File: src/rtl/debounce_sync_pkg.sv
// debounce_sync_pkg
// Shared definitions for the debounce/synchronizer slice.
//   - FSM state encodings (2-bit, legacy-compatible constants)
//   - default depths for the synchronizer and the stability filter
// No ports; imported by debounce_sync and usable by any block that needs to
// decode the debouncer state.
package debounce_sync_pkg;

    // FSM state encodings. All four 2-bit codes are used.
    localparam logic [1:0] S_LOW       = 2'd0;
    localparam logic [1:0] S_RISE_WAIT = 2'd1;
    localparam logic [1:0] S_HIGH      = 2'd2;
    localparam logic [1:0] S_FALL_WAIT = 2'd3;

    // Default parameter values.
    localparam int DEF_SYNC_STAGES   = 2;
    localparam int DEF_STABLE_CYCLES = 4;

endpackage

File: src/rtl/debounce_sync_chain.sv
// sync_chain
// SYNC_STAGES-deep flop chain that brings an asynchronous level into clk.
// Reusable ahead of any flip-flop input that is fed from outside the domain.
// Ports:
//   clk    in   system clock, rising-edge active
//   reset  in   asynchronous reset, active-low; clears every stage to 0
//   d      in   raw asynchronous level
//   q      out  d delayed by SYNC_STAGES rising edges
module sync_chain #(
    parameter int SYNC_STAGES = 2
) (
    input  logic clk,
    input  logic reset,
    input  logic d,
    output logic q
);

    logic stage_reg [SYNC_STAGES];

    genvar gi;
    generate
        for (gi = 0; gi < SYNC_STAGES; gi++) begin : g_stage
            if (gi == 0) begin : g_first
                // First stage is the only flop that may go metastable.
                always_ff @(posedge clk or negedge reset) begin
                    if (!reset) begin
                        stage_reg[0] <= 1'b0;
                    end else begin
                        stage_reg[0] <= d;
                    end
                end
            end else begin : g_rest
                always_ff @(posedge clk or negedge reset) begin
                    if (!reset) begin
                        stage_reg[gi] <= 1'b0;
                    end else begin
                        stage_reg[gi] <= stage_reg[gi-1];
                    end
                end
            end
        end
    endgenerate

    assign q = stage_reg[SYNC_STAGES-1];

endmodule

File: src/rtl/debounce_sync.sv
// debounce_sync
// Synchronizes a raw, possibly bouncing level input and only lets a change
// through once it has been seen on STABLE_CYCLES consecutive synchronized
// samples. Produces a clean level plus one-cycle rise/fall pulses.
// Ports:
//   clk    in   system clock, rising-edge active
//   reset  in   asynchronous reset, active-low
//   din    in   raw asynchronous level (switch, button)
//   dout   out  debounced level (decoded from the state register)
//   rise   out  one-cycle pulse on a debounced 0->1 change
//   fall   out  one-cycle pulse on a debounced 1->0 change
//   busy   out  high while a candidate change is being qualified
module debounce_sync
    import debounce_sync_pkg::*;
#(
    parameter int SYNC_STAGES   = DEF_SYNC_STAGES,
    parameter int STABLE_CYCLES = DEF_STABLE_CYCLES
) (
    input  logic clk,
    input  logic reset,
    input  logic din,
    output logic dout,
    output logic rise,
    output logic fall,
    output logic busy
);

    // Derived width of the stability counter; not meant to be overridden.
    localparam int CNT_W = $clog2(STABLE_CYCLES) + 1;
    localparam logic [CNT_W-1:0] CNT_LAST = CNT_W'(STABLE_CYCLES - 1);
    localparam logic [CNT_W-1:0] CNT_ONE  = CNT_W'(1);

    logic             sync_q;
    logic [1:0]       state_reg, state_next;
    logic [CNT_W-1:0] cnt_reg, cnt_next;
    logic             rise_reg, rise_next;
    logic             fall_reg, fall_next;

    sync_chain #(
        .SYNC_STAGES(SYNC_STAGES)
    ) u_sync (
        .clk  (clk),
        .reset(reset),
        .d    (din),
        .q    (sync_q)
    );

    // The first mismatching sample counts as sample 1, so completion is
    // reached when the STABLE_CYCLES-th mismatching sample arrives with
    // cnt at STABLE_CYCLES-1. Any agreeing sample drops straight back to the
    // stable state, which restarts qualification from scratch.
    always_comb begin
        state_next = state_reg;
        cnt_next   = cnt_reg;
        rise_next  = 1'b0;
        fall_next  = 1'b0;
        case (state_reg)
            S_LOW: begin
                if (sync_q) begin
                    state_next = S_RISE_WAIT;
                    cnt_next   = CNT_ONE;
                end else begin
                    cnt_next   = '0;
                end
            end
            S_RISE_WAIT: begin
                if (!sync_q) begin
                    state_next = S_LOW;
                    cnt_next   = '0;
                end else if (cnt_reg == CNT_LAST) begin
                    state_next = S_HIGH;
                    rise_next  = 1'b1;
                    cnt_next   = '0;
                end else begin
                    cnt_next   = cnt_reg + CNT_ONE;
                end
            end
            S_HIGH: begin
                if (!sync_q) begin
                    state_next = S_FALL_WAIT;
                    cnt_next   = CNT_ONE;
                end else begin
                    cnt_next   = '0;
                end
            end
            S_FALL_WAIT: begin
                if (sync_q) begin
                    state_next = S_HIGH;
                    cnt_next   = '0;
                end else if (cnt_reg == CNT_LAST) begin
                    state_next = S_LOW;
                    fall_next  = 1'b1;
                    cnt_next   = '0;
                end else begin
                    cnt_next   = cnt_reg + CNT_ONE;
                end
            end
            default: begin
                state_next = S_LOW;
                cnt_next   = '0;
            end
        endcase
    end

    always_ff @(posedge clk or negedge reset) begin
        if (!reset) begin
            state_reg <= S_LOW;
            cnt_reg   <= '0;
            rise_reg  <= 1'b0;
            fall_reg  <= 1'b0;
        end else begin
            state_reg <= state_next;
            cnt_reg   <= cnt_next;
            rise_reg  <= rise_next;
            fall_reg  <= fall_next;
        end
    end

    // Level and busy are pure decodes of the registered state, so they are
    // glitch-free and change on the same edge as the pulses.
    assign dout = (state_reg == S_HIGH) || (state_reg == S_FALL_WAIT);
    assign busy = (state_reg == S_RISE_WAIT) || (state_reg == S_FALL_WAIT);
    assign rise = rise_reg;
    assign fall = fall_reg;

endmodule

File: config.mk
export PLATFORM = sky130hd
export DESIGN_NAME = debounce_sync
export DESIGN_NICKNAME = d
export VERILOG_FILES = /design/src/rtl/debounce_sync_pkg.sv /design/src/rtl/debounce_sync_chain.sv /design/src/rtl/debounce_sync.sv
export SDC_FILE = /design/constraint.sdc
export NUM_CORES = 1
export LEC_CHECK = 0
export CORE_AREA = 2 2 39 41
export DETAILED_ROUTE_END_ITERATION = 16
export DIE_AREA = 0 0 41 43
export HOLD_SLACK_MARGIN = 0.06
export PLACE_DENSITY_LB_ADDON = 0.12
export SLEW_MARGIN = 10
export SYNTH_ARGS = -nofsm -noshare
export SYNTH_HDL_FRONTEND = slang
export SYNTH_HIERARCHICAL = 1
export SYNTH_SLANG_ARGS = --single-unit
File: constraint.sdc
create_clock -name clk -period 1.1 [get_ports clk]
set_input_delay 0.22 -clock clk [delete_from_list [all_inputs] [get_ports clk]]
set_output_delay 0.22 -clock clk [all_outputs]
set_load 0.02 [all_outputs]
; Word-level counts from Yosys, hierarchy flattened
; Index checks and enable logic that the tools add are counted.
[op_classes]
addsub = 1
eq_ne = 8
muxes = 18
reduce_logical = 4
[ops]
columns = op, n
row1 = $mux 2, 6
row2 = $pmux 3 s4, 1
row3 = $mux 3, 3
row4 = $pmux 2 s4, 1
row5 = $mux 1, 7
row6 = $eq 2x2->1 const B, 2
row7 = $reduce_and 4->1, 1
row8 = $add 3x1->3 const B, 1
row9 = $eq 3x2->1 const B, 1
row10 = $ne 3x2->1 const B, 1
row11 = $ne 3x3->1 const B, 1
row12 = $eq 2x1->1 const B, 1
row13 = $logic_not 2->1, 1
row14 = $logic_or 1x1->1, 2
row15 = $ne 2x1->1 const B, 1
row16 = $ne 2x2->1 const B, 1
[word_totals]
regBits = 9
inputBits = 3
output_inout_bits = 4
elab_cells = 37

; Longest topological paths before layout
; Gate-level depths: netlist of the first run.
[depth]
depth_word = 4
ltp_mapped = 4
depth_no_buf = 4

; By module
; Netlist of the first run, hierarchy kept.
[by_module_without_submodules]
columns = module, n_inst, cells_per_inst, area_each_um2, seq_area_each_um2
row1 = debounce_sync, 1, 22, 286.5, 175.2
row2 = sync_chain, 1, 2, 50.0, 50.0

; Worst setup path after synthesis of the first run
; No wires, ideal clock.
[synth_timing]
path_kind = register to register
from = register cnt_reg[0]
to = register (tool-made name)
setup_ps = 125
arrival_ps = 1107
t_required_ps = 975
setup_slack_ps = -132
stages_incl_launch_ff = 5
path_buffers = 0
period_less_slack_ps = 1232
cell_sequence = dfrtp_1 > ha_1 > nor2b_4 > nand2_1 > mux2_2
[synth_rtl]
columns = item, line
row1 = "start, declared", debounce_sync.sv:35  ; logic [CNT_W-1:0] cnt_reg, cnt_next;
row2 = "start signal, assigned", debounce_sync.sv:113  ; cnt_reg <= cnt_next;

==> impl_metrics.tcl, run 1 <==
set metrics [dict create \
    min_period_ns 1.200 \
    postCtsHoldBufs 0 \
    cts-root-buf "clkbuf_4" \
    avgViaCountPerCell 4.096 \
    relSlewSlack_pct 73.27 \
    grt_usage_pct 7.724 \
    netlist.area_leader.share_pct 66.91 \
    dp.cells 47 \
    syn_area_sq_um 336.6 \
    tns_ns -0.1402 \
    rr_worst_depth 4 \
    hp-class "in -> async" \
    crit_path_max_fanout 3 \
    htree_levels 1 \
    vias 213 \
    dp_slack_ns -0.08032 \
    place_hpwl_microns 392.6 \
    hold_ws_ns 0.2543 \
    finalSetupViolCount 3 \
    status "finished, violations left" \
    final.setup.worst_slack_ns -0.09990 \
    grt_pass1_wl_microns 841 \
    ys_seq_area_share_pct 66.91 \
    critPathLaunchType "flip-flop" \
    die_y_microns 43 \
    port_buffers 6 \
    cp.required_ns 1.24 \
    wire_per_inst_microns 11.17 \
    nets 41 \
    post_dp_cell_area_sq_um 440.4 \
    final_max_slew_viol_count 0 \
    grt.overflow.total 0 \
    syn_inst 24 \
    final_area_sq_um 496.7 \
    skew_ns 0.002632 \
    met2_usage_pct 8.750 \
    cts_tree "yes" \
    cts-buffers-inserted 3 \
    gp_congestion 0.6934 \
    cts.clk_slew.worst_paths_ns 0.06 \
    fin_util_pct 35.90 \
    drtIter0Drc 1 \
    chipWidth_microns 41 \
    seq_area_sq_um 225.2 \
    violations "negative setup slack" \
    final.fill_count 133 \
    final_hold_viol_count 0 \
    multi_input_area_sq_um 151.4 \
    drv_cap 0 \
    timing.rr.start "cnt_reg[0]$_DFF_PN0_" \
    layout_common_cells "9 x dfrtp_1, 4 x buf_2, 3 x nor3b_2, 3 x clkbuf_4, 3 x buf_4" \
    ant_nets 0 \
    synth_cell_types 10 \
    drt-total-wl_microns 581 \
    crit_type "reg -> reg" \
    yosys.area.top_type "dfrtp_1" \
    period_share_pct 109.1 \
    fmax_mhz 833.4 \
    drt_pass1_iterations 2 \
    grt_max_degree 10 \
    grt.met1_usage_pct 11.04 \
    rsz0062_at_grt "true" \
    n_antenna_cell 0 \
    p_total_mw 1.163 \
    grtUsageMet3_pct 3.141 \
    cellPowerDensity_nw_per_um2 2342 \
    clock_latency_ns 0.26 \
    drive_gt1_share_pct 58.33 \
    start_util_pct 24.32 \
    syn2layout_area_growth_pct 47.58 \
    drc 0 \
    fin_cells 52 \
    leakagePower_nw 0.2340 \
    grt_antenna_before_repair 0 \
    core_area_sq_um 1384 \
    cts.sinks 9 \
    clockBufferDepth 2 \
    rows 14 \
    crit_arrival_ns 1.34 \
    grt_pass1_vias 200 \
    syn_nets 28 \
    yosys-top-cells-area "dfrtp_1 67%, nor3b_1 8.9%, and2_2 4.5%, nor2b_4 4.1%, ha_1 3.7%" \
    final_common_cell "dfrtp_1" \
    io_pins 7 \
    fp.dieArea_sq_um 1763 \
    ys_warn_count 6 \
    grt_busiest_layer "met1" \
    ys_seq_elements 9 \
    cp-end-kind "flip-flop" \
    tightest_slew_ns 0.3997 \
    r2r_slack_ns -0.1 \
    peakVddDrop_uv 720.5 \
    avgSynthCellArea_sq_um 14.02 \
]
kinds of logic after synthesis:
kind of cell             share of synthesized area [%]
AND/OR/NAND/NOR                                  19.70
flip-flops                                       66.92
buffers and inverters                            2.231
AO/OA/AOI/OAI                                    1.486
XOR/XNOR                                         2.603
multiplexers                                     3.345
adder cells (fa/ha/maj)                          3.717
layout make-up:
| class | count | share of cell area [%] |
|---|---|---|
| Clock buffer | 4 | 5.290 |
| Sequential cell | 9 | 45.34 |
| Tap cell | 16 | 4.030 |
| Multi-Input combinational cell | 13 | 30.48 |
| Timing Repair Buffer | 10 | 14.86 |
routing by layer:
metal  wire (microns)  up-vias  share of wire, %
met5                0        -                 0
met4                0        0                 0
met3               32        0               5.5
met2              264        5                45
met1              284      109                49
li1                 -       99                 -
worst max path at each step:
stage,slack [ns],cells after the start,endpoint,start
5_1_grt,-0.14,4,flip-flop,cnt_reg[0]$_DFF_PN0_
4_1_cts,-0.10,4,flip-flop,cnt_reg[0]$_DFF_PN0_
2_1_floorplan,-0.04,4,flip-flop,cnt_reg[0]$_DFF_PN0_
6_report,-0.1,4,flip-flop,cnt_reg[0]$_DFF_PN0_
3_3_place_gp,-0.06,4,flip-flop,cnt_reg[1]$_DFF_PN0_
3_5_place_dp,-0.08,4,flip-flop,cnt_reg[0]$_DFF_PN0_
critical path, cell delays in order (launching register included):
cell	delay (ns)
dfrtp_1	0.35
ha_2	0.18
nor2b_4	0.18
nand2_4	0.08
mux2_4	0.30
cell usage after synthesis:
| library cell | n |
|---|---|
| dfrtp_1 | 9 |
| nor3b_1 | 4 |
| and2_2 | 2 |
| clkbuf_1 | 2 |
| nand2_1 | 2 |
| ha_1 | 1 |
| mux2_2 | 1 |
| nor2b_4 | 1 |
| o21ai_0 | 1 |
| xor2_1 | 1 |
power by group:
part | switching (mW) | leakage (nW) | total, mW | internal, mW
Combinational | 0.223 | 0.104 | 0.464 | 0.240
Sequential | 0.0374 | 0.115 | 0.447 | 0.409
Clock | 0.114 | 0.0150 | 0.253 | 0.140
Total | 0.374 | 0.234 | 1.16 | 0.789
timing repair:
item | 4_1_cts | 5_1_grt
resized for setup | 17 | 6
setup endpoints to repair | 9 | 8
pin swaps | 0 | 1
setup buffers | 0 | 1
No activity file was read; power rests on OpenSTA's default activity.
==> inputs of run 2 (changes only) <==
--- a/config.mk
+++ b/config.mk
@@ -6,10 +6,12 @@
 export NUM_CORES = 1
 export LEC_CHECK = 0
 export CORE_AREA = 2 2 39 41
+export CTS_CLUSTER_DIAMETER = 50
 export DETAILED_ROUTE_END_ITERATION = 16
 export DIE_AREA = 0 0 41 43
 export HOLD_SLACK_MARGIN = 0.06
 export PLACE_DENSITY_LB_ADDON = 0.12
+export SKIP_CTS_REPAIR_TIMING = 1
 export SLEW_MARGIN = 10
 export SYNTH_ARGS = -nofsm -noshare
 export SYNTH_HDL_FRONTEND = slang
==> constraint.sdc (replaced) <==
create_clock -name clk -period 1.4 [get_ports clk]
set_input_delay 0.28 -clock clk [delete_from_list [all_inputs] [get_ports clk]]
set_output_delay 0.28 -clock clk [all_outputs]
set_load 0.02 [all_outputs]
==> run 2 against run 1 <==
Net effect: the run now ends clean; register-to-register slack better by 0.22 ns; fmax fell by 6.2%; sequential share of layout area is 4.4 points higher; sequential cell count unchanged; clock-buffer cell count unchanged; clock skew down 0.00067 ns; largest power group is now sequential cells; highest routed layer is now met4.
==> impl_metrics.tcl, run 2 (synthesis gave the netlist of run 1 again) <==
set metrics [dict create \
    status "finished clean" \
    drive_gt1_share_pct 24.24 \
    p_total_uw 810.5 \
    chipWidth_microns 41 \
    drtIter0Drc 5 \
    fp.dieArea_sq_um 1763 \
    layout_common_cells "9 x dfrtp_1, 4 x nor3b_1, 4 x dlymetal6s2s_1" \
    grt_pass1_wl_microns 917 \
    leakagePower_nw 0.2531 \
    hp-class "in -> async" \
    path_buf_inv 0 \
    drv_cap 0 \
    crit_type "reg -> reg" \
    syn2layout_area_growth_pct 34.57 \
    grt.overflow.total 0 \
    grt_antenna_before_repair 0 \
    htree_levels 1 \
    cp.depth 4 \
    fmax_mhz 781.8 \
    gp_congestion 0.6675 \
    cellPowerDensity_nw_per_um2 1789 \
    cts.sinks 9 \
    skew_ns 0.001967 \
    nets 38 \
    ant_nets 0 \
    path_cells "ha_1 > nor2b_4 > nand2_1 > mux2_2" \
    period_share_pct 91.37 \
    n_antenna_cell 0 \
    final_hold_viol_count 0 \
    rr_worst_depth 4 \
    io_pins 7 \
    rsz0062_at_grt "false" \
    vias 202 \
    cts-root-buf "clkbuf_4" \
    grt_usage_pct 8.426 \
    fin_cells 49 \
    grt_pass1_vias 219 \
    drt_pass1_iterations 2 \
    rows 14 \
    crit_path_max_fanout 3 \
    drc 0 \
    start_util_pct 24.32 \
    clockBufferDepth 2 \
    tns_ns 0 \
    dp.cells 45 \
    clock_latency_ns 0.26 \
    cp-end-kind "flip-flop" \
    cts_tree "yes" \
    avgViaCountPerCell 4.122 \
    grt_max_degree 10 \
    drt-total-wl_microns 519 \
    cts.clk_slew.worst_paths_ns 0.06 \
    crit_arrival_ns 1.42 \
    fin_util_pct 32.73 \
    finalSetupViolCount 0 \
    critPathLaunchType "flip-flop" \
    final_common_cell "dfrtp_1" \
    peakVddDrop_uv 432.8 \
    cts-buffers-inserted 3 \
    final_max_slew_viol_count 0 \
    cp.required_ns 1.54 \
    relSlewSlack_pct 73.78 \
    core_area_sq_um 1384 \
    slowest_delay_ns 0.38 \
    cpMaxStageDelayCell "dfrtp_1" \
    tightest_slew_ns 0.3920 \
    cp_top_family "flip-flops" \
    die_y_microns 43 \
    wire_per_inst_microns 10.59 \
    port_buffers 6 \
    min_period_ns 1.279 \
]
-- run 2: layer usage --
layer | track usage (%) | share of wire [%]
met1 | 9.667 | 45
met5 | 0 | 0
met3 | 3.141 | 7.3
met2 | 11.25 | 43
met4 | 8.000 | 4.0
-- run 2: worst reg2reg max path, cell delays in order (launching register included) --
cell     delay, ns
dfrtp_1       0.38
ha_1          0.21
nor2b_4       0.13
nand2_1       0.10
mux2_2        0.34
-- run 2: layout make-up --
cell class | count | area, sq um
Multi-Input combinational cell | 13 | 103.9
Timing Repair Buffer | 7 | 77.57
Tap cell | 16 | 20.02
Sequential cell | 9 | 225.2
Clock buffer | 4 | 26.28
Fill cell | 137 | 930.9
-- run 2: power by group --
part / total [mW] / leakage [nW] / internal (mW) / switching, mW
Combinational: 0.244 / 0.123 / 0.135 / 0.110
Clock: 0.199 / 0.0150 / 0.110 / 0.0893
Sequential: 0.367 / 0.115 / 0.322 / 0.0452
-- run 2: metrics by stage --
step           cell area, sq um  hold slack (ns)  setup slack [ns]
2_1_floorplan             336.6         -0.01559            0.1683
5_1_grt                   452.9           0.3424           0.05498
3_3_place_gp              416.7           0.3384            0.1252
3_5_place_dp              416.7           0.3397           0.09564
6_report                  452.9           0.3072            0.1209
4_1_cts                   442.9           0.3142           -0.1926
-- run 2: worst paths after layout --
path	startpoint	end	slack, ns
worst max register to register	cnt_reg[0]$_DFF_PN0_	flip-flop	0.12
worst min register to register	u_sync/stage_reg[1]$_DFF_PN0_	u_sync/q$_DFF_PN0_	0.35
min in group clk	u_sync/stage_reg[1]$_DFF_PN0_	u_sync/q$_DFF_PN0_	0.35
worst min-delay path	reset	cnt_reg[0]$_DFF_PN0_	0.31
max in group asynchronous	reset	rise$_DFF_PN0_	0.82
worst max-delay path	cnt_reg[0]$_DFF_PN0_	flip-flop	0.12
==> inputs of run 3 (changes only) <==
--- a/config.mk
+++ b/config.mk
@@ -7,6 +7,7 @@
 export LEC_CHECK = 0
 export CORE_AREA = 2 2 39 41
 export CTS_CLUSTER_DIAMETER = 50
+export CTS_CLUSTER_SIZE = 20
 export DETAILED_ROUTE_END_ITERATION = 16
 export DIE_AREA = 0 0 41 43
 export HOLD_SLACK_MARGIN = 0.06
==> results of run 3 <==
The final DEF is identical to that of run 2; final timing and power are the same.
